===== config.mk =====
export PLATFORM = sky130hd
export DESIGN_NAME = multi_nb
export DESIGN_NICKNAME = d
export VERILOG_FILES = /design/src/rtl/multi_pkg.sv /design/src/rtl/multi_abs.sv /design/src/rtl/multi_nb.sv
export SDC_FILE = /design/constraint.sdc
export NUM_CORES = 1
export LEC_CHECK = 0
export ABC_AREA = 1
export CORE_MARGIN = 2
export CORE_UTILIZATION = 53
export CTS_CLUSTER_SIZE = 24
export DETAILED_ROUTE_END_ITERATION = 8
export MAX_ROUTING_LAYER = met4
export PLACE_DENSITY = 0.86
export SYNTH_ARGS = -nofsm -noshare
export SYNTH_HDL_FRONTEND = slang
export SYNTH_HIERARCHICAL = 1
export SYNTH_SLANG_ARGS = --single-unit

===== constraint.sdc =====
create_clock -name clk -period 1.7 [get_ports clk]
set_input_delay 0.34 -clock clk [delete_from_list [all_inputs] [get_ports clk]]
set_output_delay 0.34 -clock clk [all_outputs]
set_load 0.02 [all_outputs]

===== src/rtl/multi_pkg.sv =====
// Shared definitions for the multi-cycle arithmetic units (multiplier now, divider later).
package multi_pkg;

    typedef enum logic [1:0] {
        IDLE   = 2'd0,
        CALC   = 2'd1,
        AJUSTE = 2'd2
    } state_t;

    // Width needed to hold a down-counter that starts at 'width'.
    function automatic int unsigned cnt_w(input int unsigned width);
        return $clog2(width + 1);
    endfunction

endpackage


===== src/rtl/multi_abs.sv =====
// Conditional two's-complement negator: dout = neg ? -din : din.
module multi_abs #(
    parameter int unsigned W = 8
) (
    input  logic [W-1:0] din,
    input  logic         neg,
    output logic [W-1:0] dout
);

    assign dout = neg ? -din : din;

endmodule


===== src/rtl/multi_nb.sv =====
// Sequential radix-2 shift-add multiplier, WIDTH x WIDTH -> 2*WIDTH, signed or unsigned per operation.
// Optional early exit from CALC when the remaining multiplier is zero: define MULTI_EARLY_TERM_EN.
module multi_nb #(
    parameter int unsigned WIDTH = 8
) (
    input  logic               clk,
    input  logic               rst,
    input  logic               inicio,
    input  logic               sinal,
    input  logic [WIDTH-1:0]   multiplicando,
    input  logic [WIDTH-1:0]   multiplicador,
    output logic [2*WIDTH-1:0] produto,
    output logic               ocupado,
    output logic               fim
);
    import multi_pkg::*;

    localparam int unsigned CW = cnt_w(WIDTH);

    state_t             state, state_nxt;
    logic [2*WIDTH-1:0] ma;
    logic [WIDTH-1:0]   mb;
    logic [WIDTH-1:0]   mb_nxt;
    logic [2*WIDTH-1:0] acc;
    logic [CW-1:0]      cnt;
    logic               neg;
    logic [WIDTH-1:0]   abs_a, abs_b;
    logic [2*WIDTH-1:0] prod_fix;
    logic               last;
    logic               fim_nxt;

    multi_abs #(.W(WIDTH)) u_abs_a (
        .din  (multiplicando),
        .neg  (sinal & multiplicando[WIDTH-1]),
        .dout (abs_a)
    );

    multi_abs #(.W(WIDTH)) u_abs_b (
        .din  (multiplicador),
        .neg  (sinal & multiplicador[WIDTH-1]),
        .dout (abs_b)
    );

    multi_abs #(.W(2*WIDTH)) u_fix (
        .din  (acc),
        .neg  (neg),
        .dout (prod_fix)
    );

    assign mb_nxt = mb >> 1;

`ifdef MULTI_EARLY_TERM_EN
    assign last = (cnt == CW'(1)) || (mb_nxt == '0);
`else
    assign last = (cnt == CW'(1));
`endif

    always_ff @(posedge clk or negedge rst) begin
        if (!rst) state <= IDLE;
        else      state <= state_nxt;
    end

    always_comb begin
        state_nxt = state;
        unique case (state)
            IDLE:    if (inicio) state_nxt = CALC;
            CALC:    if (last)   state_nxt = AJUSTE;
            AJUSTE:  state_nxt = IDLE;
            default: state_nxt = IDLE;
        endcase
    end

    always_comb begin
        ocupado = (state != IDLE);
        fim_nxt = (state == AJUSTE);
    end

    // Datapath; produto only changes in AJUSTE so it stays valid until the next result.
    always_ff @(posedge clk or negedge rst) begin
        if (!rst) begin
            ma      <= '0;
            mb      <= '0;
            acc     <= '0;
            cnt     <= '0;
            neg     <= 1'b0;
            produto <= '0;
            fim     <= 1'b0;
        end else begin
            fim <= fim_nxt;
            case (state)
                IDLE: begin
                    if (inicio) begin
                        ma  <= {{WIDTH{1'b0}}, abs_a};
                        mb  <= abs_b;
                        neg <= sinal & (multiplicando[WIDTH-1] ^ multiplicador[WIDTH-1]);
                        acc <= '0;
                        cnt <= CW'(WIDTH);
                    end
                end
                CALC: begin
                    if (mb[0]) acc <= acc + ma;
                    ma  <= ma << 1;
                    mb  <= mb_nxt;
                    cnt <= cnt - CW'(1);
                end
                AJUSTE: produto <= prod_fix;
                default: ;
            endcase
        end
    end

endmodule


---- After elaboration in Yosys (flattened, before gate mapping) ----
Index checks and enable logic that the tools add are counted.
operators by class
  reduce and logical (&&, ||, !) cells .... 7
  bitwise logic cells ..................... 4
  mux-type cells .......................... 15
  equal/unequal tests ..................... 6
  $add $sub $neg .......................... 5
operators with widths
  operator                                              count
  2-to-1 mux 16 bit                                     4
  case mux 16 bit (2 select lines)                      2
  2-to-1 mux 8 bit                                      3
  adder 16 bit                                          1
  negator 16 bit                                        1
  negator 8 bit                                         2
  case mux 8 bit (2 select lines)                       1
  case mux 4 bit (2 select lines)                       1
  != test 2 bit (second input constant)                 3
  AND reduction 2 bit                                   3
  equality test 4 x 1 -> 1 bit (second input constant)  1
  2-to-1 mux 2 bit                                      2
  2-to-1 mux 4 bit                                      1
  case mux 2 bit (2 select lines)                       1
  nonzero test 2 bit                                    2
  subtractor 4 x 1 -> 4 bit (second input constant)     1
  AND 1 bit                                             3
  AND reduction 3 bit                                   1
  equality test 2 x 1 -> 1 bit (second input constant)  1
  equality test 2 bit (second input constant)           1
  logical NOT 2 bit                                     1
  bitwise XOR 1 bit                                     1
word-level totals
  word-level logic and storage cells ...... 45
  input bits .............................. 20
  register bits ........................... 64
  output and inout port bits .............. 18

---- Logic depth before layout (Yosys ltp) ----
Gate-level depths: netlist (run 1).
  word-level depth ........................ 4
  gate-level depth with buffers ........... 11

---- Modules after synthesis ----
The synthesis (run 1) kept the hierarchy.
modules (own cells, without submodules)
  module                    instances  cells each  area each (sq um)
  multi_nb                  1          456         3492.1
  multi_abs at u_fix        1          94          484.2
  multi_abs at u_abs_a ...  2          39          195.2

---- Worst setup path after synthesis (run 1) ----
OpenSTA, ideal clock, no wires.
  path type ............................... reg2reg
  from .................................... register acc[0]
  to ...................................... register acc[12]
  setup time .............................. 0.117 ns
  required time ........................... 1.583 ns
  arrival ................................. 1.500 ns
  path slack .............................. 0.082 ns
  clock period less this slack ............ 1.618 ns
  buffers on the path ..................... 0
  cell stages (with the launch flop) ...... 12
  cells stage by stage .................... dfrtp_1 ha_1 inv_1 fa_1 inv_1 nand3_1 nand3_1 nand3_1 nand3_1 nand2_1 nand3_1 nand2_1
between the ends
  word-level cells in the longest chain between the ends .. 3
ends and longest elaborated chain
  what                              line             text
  from (decl)                       multi_nb.sv:24   logic [2*WIDTH-1:0] acc;
  from (signal assigned)            multi_nb.sv:101  if (mb[0]) acc <= acc + ma;
  adder 16 bit                      multi_nb.sv:101
  2-to-1 mux 16 bit                 multi_nb.sv:101
  case mux 16 bit (2 select lines)  multi_nb.sv:90   case (state)
No other way between the ends. The select of a mux whose other input is x is not followed.
A chain may end at the register's enable or synchronous reset.

---- Worst setup path after layout (run 1) ----
  from .................................... register acc[0]
  to ...................................... register acc[10]
Same word-level chain as after synthesis.

==> out/metrics.yaml, run 1 <==
clock_network:
  clk_pin_slew_ns: 0.07
  cts_root_buf: "clkbuf_8"
  cts_buffers: 9
  hold_buffers: 0
  cts_buffer_depth: 2
  htree_levels: 3
  cts_tree: "yes"
  worstSkewPairLatency_ns: 0.35
  clock-sinks: 64
worst_setup_path:
  crit_arrival_ns: 1.92
  start_kind: "flip-flop"
  reg2reg_slack_ns: 0.01
  r2r_cells: 11
  worst-setup-path-type: "flip-flop to flip-flop"
  crit_fanout: 4
  crit_path_end_kind: "flip-flop"
  critPathRequiredTime_ns: 1.93
timing:
  max_freq_mhz: 593
  layout_setup_ws_ns: 0.0129
  finalCritPeriodShare_pct: 99.2
  layout_min_cycle_time_ns: 1.69
  drv_slew: 0
  max_slew_margin_pct: 77.4
  holdWs_ns: -0.00375
  tightest_slew_ns: 0.339
  tns_ns: 0
  hold_viol: 4
  setup-violations-final: 0
  clock_skew_ns: 0.00788
  grt_setup_unrepaired: "true"
drt:
  post_drt_wl_per_cell_um: 13.2
  drcViolationCount: 0
  ant_nets: 0
  drt_iter0_drc: 199
  routed_via_density: 5.29
  drt_wl_total_um: 10600
  vias: 4255
  drt_first_pass_iters: 5
die:
  num_rows: 33
  die_w_um: 94.8
  core_area_um2: 8090
  die_area_um2: 8980
  ios: 38
  initial_core_util_pct: 54.0
  fp.dieH_um: 94.8
global_route:
  grt_max_degree: 65
  overflow: 0
  grt_usage_pct: 24.9
  grt_pass1_vias: 4192
  grt_pass1_wl_um: 17100
  antenna_found_initial: 0
logic_synthesis:
  async_flop_share_pct: 100
  synth_area_um2: 4370
  synth_edf_count: 0
  ys_seq_area_share_pct: 36.7
  synth-main-ff-cell: "dfrtp_1"
  ys_ff_latch: 64
  syn_nets: 669
  ys_warn_count: 6
  syn-instance-count: 628
  avgSynthCellArea_um2: 6.95
  ys_types: 36
placement:
  dpl_worst_slack_ns: -0.0314
  hpwlAfterDp_um: 7680
  placed_cell_area_um2: 4990
  post-place-cells: 785
  io_buffers: 37
  gp_routability_congestion: 0.903
power_and_ir_drop:
  switching_share_pct: 45.0
  cellLeakagePower_nw: 2.86
  switchingPower_mw: 4.42
  seq_power_share_pct: 27.0
  p_clk_share_pct: 14.6
  pwr-share-comb_pct: 58.4
  internal-power_mw: 5.41
  power.total_mw: 9.83
  ir_worst_vdd_mv: 0.868
  power_density_nw_per_um2: 1810
layout:
  fillers: 658
  drive_gt1_share_pct: 14.3
  fin_nets: 735
  layout.cells.non_filler: 804
  final_core_util_pct: 66.9
  final_cell_mix: "248 x nand2_1, 80 x inv_1, 63 x dfrtp_1"
  diodes: 0
  synthToLayoutAreaGrowth_pct: 24.1
  final_common_cell: "nand2_1"
  finalInstanceArea_um2: 5420
status:
  status: "finished with violations"
  violations: "negative hold slack"
flow_run:
  max-cap-violations: 0
min_path:
  hold_class: "input port to async pin"
==> synthesized netlist by cell type (2+ instances only) <==
master    count  area (µm²)
nand2_1     251         942
inv_1        82         308
dfrtp_1      64        1600
nand3_1      54         270
nor2_1       33         124
ha_1         20         250
o21ai_0      15        75.1
a21oi_1      14        70.1
o22ai_1       9        56.3
buf_4         8        60.1
xnor2_1       7        61.3
nand3b_1      6        45.0
xor2_1        6        52.6
nand2_2       5        31.3
nor2_2        5        31.3
a22oi_1       4        30.0
buf_2         4        20.0
buf_6         4        45.0
inv_2         4        15.0
nand4_1       4        25.0
nor2_4        4        45.0
o211ai_1      4        30.0
o21ai_1       4        20.0
nor3_1        3        15.0
a22o_1        2        17.5
nand2_4       2        22.5
==> routing by layer <==
layer | vias to the layer above | routed length [µm] | GRT usage, % | part of all wire [%]
met1 | 1985 | 4130 | 26.5 | 39
met3 | 32 | 508 | 4.71 | 4.8
met2 | 139 | 5640 | 44.6 | 53
met5 | - | 0 | - | 0
met4 | 0 | 321 | 11.6 | 3.0
li1 | 2099 | - | - | -
==> flip-flops by register name, summed over array words and instances, names as in the netlist <==
signal	flops
acc	16
ma	16
produto	16
mb	8
cnt	4
state	2
fim	1
neg	1
==> power by group through the flow <==
stage	clock network (mW)	registers, mW	logic, mW
finish	1.44	2.65	5.74
global route	1.53	2.73	6.42
CTS	1.45	2.56	5.25
detailed placement	0	2.59	5.21
global placement	0	2.56	5.02
floorplan	0	2.76	3.51
==> worst paths after layout <==
kind,from,endpoint
min in group clk,produto[7],produto[7]
max reg2reg,acc[0],acc[10]
max,acc[0],acc[10]
min reg2reg,produto[7],produto[7]
max in group asynchronous,rst,ma[6]
min,rst,produto[0]
==> cell type report <==
type	count	area (µm²)	share of cell area, %
Multi-Input combinational cell	461	2490	46.1
Clock inverter	3	65.1	1.20
Timing Repair Buffer	72	652	12.0
Tap cell	105	131	2.42
Inverter	86	323	5.96
Sequential cell	64	1600	29.6
Clock buffer	13	149	2.75
==> critical path: stages, from the launching register on <==
cell and delay, ns:
dfrtp_1 0.38, ha_2 0.20, inv_2 0.04, fa_2 0.32
inv_2 0.08, nand2_1 0.10, nand3_2 0.11, nand2_1 0.08
nand2_1 0.07, nand2_1 0.05, nand3_1 0.08, nand2_1 0.06
==> cells by family (layout without fill, tap and decap cells) <==
kind of cell	count (synthesis)	in the layout	share of synthesized area, %
DFF	64	64	36.7
buffers and inverters	104	174	10.7
AOI/OAI and AO/OA	55	55	7.68
adders and majority gates	21	21	6.19
and+or+nand+nor	371	372	36.2
xor gates and xnor gates	13	13	2.61
==> repair_timing <==
action                                  in CTS  in global routing
endpoints found under the setup margin       5                 15
buffers inserted                             0                  2
pin swaps                                    0                  3
cloned                                       0                  1
resized for setup                            5                 28
Power figures use the tool's default switching activity.
==> run 2, diff against run 1 <==
--- a/config.mk
+++ b/config.mk
@@ -6,7 +6,7 @@
 export NUM_CORES = 1
 export LEC_CHECK = 0
 export ABC_AREA = 1
-export CORE_MARGIN = 2
+export CORE_MARGIN = 10
 export CORE_UTILIZATION = 53
 export CTS_CLUSTER_SIZE = 24
 export DETAILED_ROUTE_END_ITERATION = 8
==> run 2 against run 1 <==
  * The flow finishes with violations (negative setup slack)
  * Clock-buffer cell count fell by 1
  * Critical path depth fell by 2
  * Final cell count did not move
  * Maximum frequency shrank 0.94%
  * Final area up 0.51%
  * Non-clock buffer count up 1
==> out/metrics.yaml, run 2 (same netlist as run 1, synthesis figures left out) <==
drt:
  drt_first_pass_iters: 7  # was 5
  ant_nets: 0  # unchanged
  drcViolationCount: 0  # unchanged
  vias: 4304  # was 4255
  post_drt_wl_per_cell_um: 14.1  # was 13.2 µm
  routed_via_density: 5.35  # was 5.29
  drt_wl_total_um: 11300  # was 10600 µm
  drt_iter0_drc: 234  # was 199
die:
  fp.dieH_um: 111  # was 94.8 µm
  die_area_um2: 12300  # was 8980 µm²
  die_w_um: 111  # was 94.8 µm
  core_area_um2: 8130  # was 8090 µm²
  initial_core_util_pct: 53.7  # was 54.0%
  ios: 38  # unchanged
  num_rows: 33  # unchanged
flow_run:
  max-cap-violations: 0  # unchanged
timing:
  max_slew_margin_pct: 72.3  # was 77.4%
  max_freq_mhz: 587  # was 593 MHz
  drv_slew: 0  # unchanged
  layout_setup_ws_ns: -0.00303  # was 0.0129 ns
  tightest_slew_ns: 0.415  # was 0.339 ns
  setup-violations-final: 1  # was 0
  finalCritPeriodShare_pct: 100  # was 99.2%
  holdWs_ns: 0.459  # was -0.00375 ns
  hold_viol: 0  # was 4
  layout_min_cycle_time_ns: 1.70  # was 1.69 ns
  clock_skew_ns: 0.00519  # was 0.00788 ns
  tns_ns: -0.00303  # was 0 ns
  grt_setup_unrepaired: "true"  # unchanged
clock_network:
  cts_tree: "yes"  # unchanged
  clock-sinks: 64  # unchanged
  clk_pin_slew_ns: 0.07  # about the same
  cts_buffer_depth: 2  # unchanged
  cts_root_buf: "clkbuf_8"  # unchanged
  htree_levels: 3  # unchanged
  worstSkewPairLatency_ns: 0.34  # was 0.35 ns
  cts_buffers: 9  # unchanged
power_and_ir_drop:
  p_clk_share_pct: 13.8  # was 14.6%
  internal-power_mw: 5.35  # was 5.41 mW
  switching_share_pct: 45.9  # was 45.0%
  cellLeakagePower_nw: 2.88  # was 2.86 nW
  power.total_mw: 9.89  # was 9.83 mW
  ir_worst_vdd_mv: 0.929  # was 0.868 mV
  pwr-share-comb_pct: 59.3  # was 58.4%
  power_density_nw_per_um2: 1820  # was 1810 nW/µm²
  switchingPower_mw: 4.54  # was 4.42 mW
  seq_power_share_pct: 26.9  # was 27.0%
layout:
  synthToLayoutAreaGrowth_pct: 24.7  # was 24.1%
  diodes: 0  # unchanged
  fin_nets: 736  # was 735
  final_core_util_pct: 66.9  # about the same
  final_common_cell: "nand2_1"  # unchanged
  final_cell_mix: "247 x nand2_1, 80 x inv_1, 63 x dfrtp_1"  # was 248 x nand2_1, 80 x inv_1, 63 x dfrtp_1
  fillers: 623  # was 658
  top_regs: "acc: 16 flops, ma: 16 flops, produto: 16 flops"  # unchanged
  drive_gt1_share_pct: 15.2  # was 14.3%
  layout.cells.non_filler: 804  # unchanged
placement:
  gp_routability_congestion: 0.971  # was 0.903
  hpwlAfterDp_um: 7910  # was 7680 µm
  io_buffers: 37  # unchanged
  post-place-cells: 785  # unchanged
min_path:
  hold_class: "input port to async pin"  # unchanged
global_route:
  grt_max_degree: 48  # was 65
  grt_pass1_wl_um: 17800  # was 17100 µm
  overflow: 0  # unchanged
  antenna_found_initial: 0  # unchanged
  grt_pass1_vias: 4129  # was 4192
  grt_usage_pct: 17.2  # was 24.9%
worst_setup_path:
  worst-setup-path-type: "flip-flop to flip-flop"  # unchanged
  crit_path_end_kind: "flip-flop"  # unchanged
  crit_fanout: 5  # was 4
  cp-endpoint: "acc[14]"  # was acc[10]
  crit_arrival_ns: 1.94  # was 1.92 ns
  r2r_start: "acc[12]"  # was acc[0]
  r2r_end: "acc[14]"  # was acc[10]
  reg2reg_slack_ns: -0.003  # was 0.01 ns
  startpoint: "acc[12]"  # was acc[0]
  r2r_cells: 9  # was 11
  critPathRequiredTime_ns: 1.94  # was 1.93 ns
  start_kind: "flip-flop"  # unchanged
status:
  violations: "negative setup slack"  # was negative hold slack
  status: "finished with violations"  # unchanged
-- run 2: cell count changes in the layout (fill, tap and decap cells not counted), sizes merged --
cell / delta
clkdlybuf4s50: -2
dlymetal6s2s: +2
clkinv: +1
dlygate4sd3: +1
clkbuf: -1
bufinv: -1
-- run 2: timing repair --
item	in CTS	in global routing
gates cloned	0	1
endpoints found under the setup margin	3	17
pin swaps	0	4
hold buffers	1	0
endpoints found under the hold margin	17	0
gates resized for setup	3	34
buffers inserted	0	2
-- run 2: layout make-up --
type / count / area, µm² / share of cell area [%]
Inverter: 86 / 323 / 5.93
Tap cell: 105 / 131 / 2.41
Multi-Input combinational cell: 461 / 2520 / 46.2
Clock inverter: 3 / 40.0 / 0.735
Timing Repair Buffer: 73 / 667 / 12.2
Clock buffer: 12 / 165 / 3.03
Sequential cell: 64 / 1600 / 29.4
-- run 2: power by group through the flow --
stage,combinational [mW],sequential (mW),clock (mW)
detailed placement,5.22,2.59,0
finish,5.86,2.66,1.36
floorplan,3.51,2.76,0
CTS,5.27,2.56,1.37
global placement,5.01,2.55,0
global route,6.50,2.74,1.43
-- run 2: worst min-delay path by stage --
stage          startpoint           to  slack, ns  cells past startpoint
2_1_floorplan         rst       acc[0]       0.04                      0
3_3_place_gp          rst   produto[2]       0.28                      1
3_5_place_dp          rst   produto[0]       0.29                      1
4_1_cts               rst  produto[11]       0.46                      2
5_1_grt               rst  produto[10]       0.49                      2
6_report              rst  produto[11]       0.46                      2
-- run 2: per-layer routing --
metal  track usage (%)  part of all wire, %
met3              3.35                  5.5
met4              8.42                  2.5
met5                 -                    0
met2              30.1                   52
met1              18.2                   40
-- run 2: critical path: stages, from the launching register on --
cell	delay, ns
dfrtp_1	0.40
ha_1	0.37
nand2_1	0.17
inv_1	0.08
nand2_1	0.07
nand2_1	0.04
a21oi_1	0.22
nand3_1	0.11
nand3_1	0.10
nand2_1	0.05
-- run 2: per-stage QoR --
step | worst slack (ns) | area (µm²)
after floorplan | 0.0823 | 4370
final | -0.00303 | 5450
after detailed placement | -0.0518 | 4990
after global routing | -0.0589 | 5450
after global placement | 0.0169 | 4990
after CTS | 0.0131 | 5220
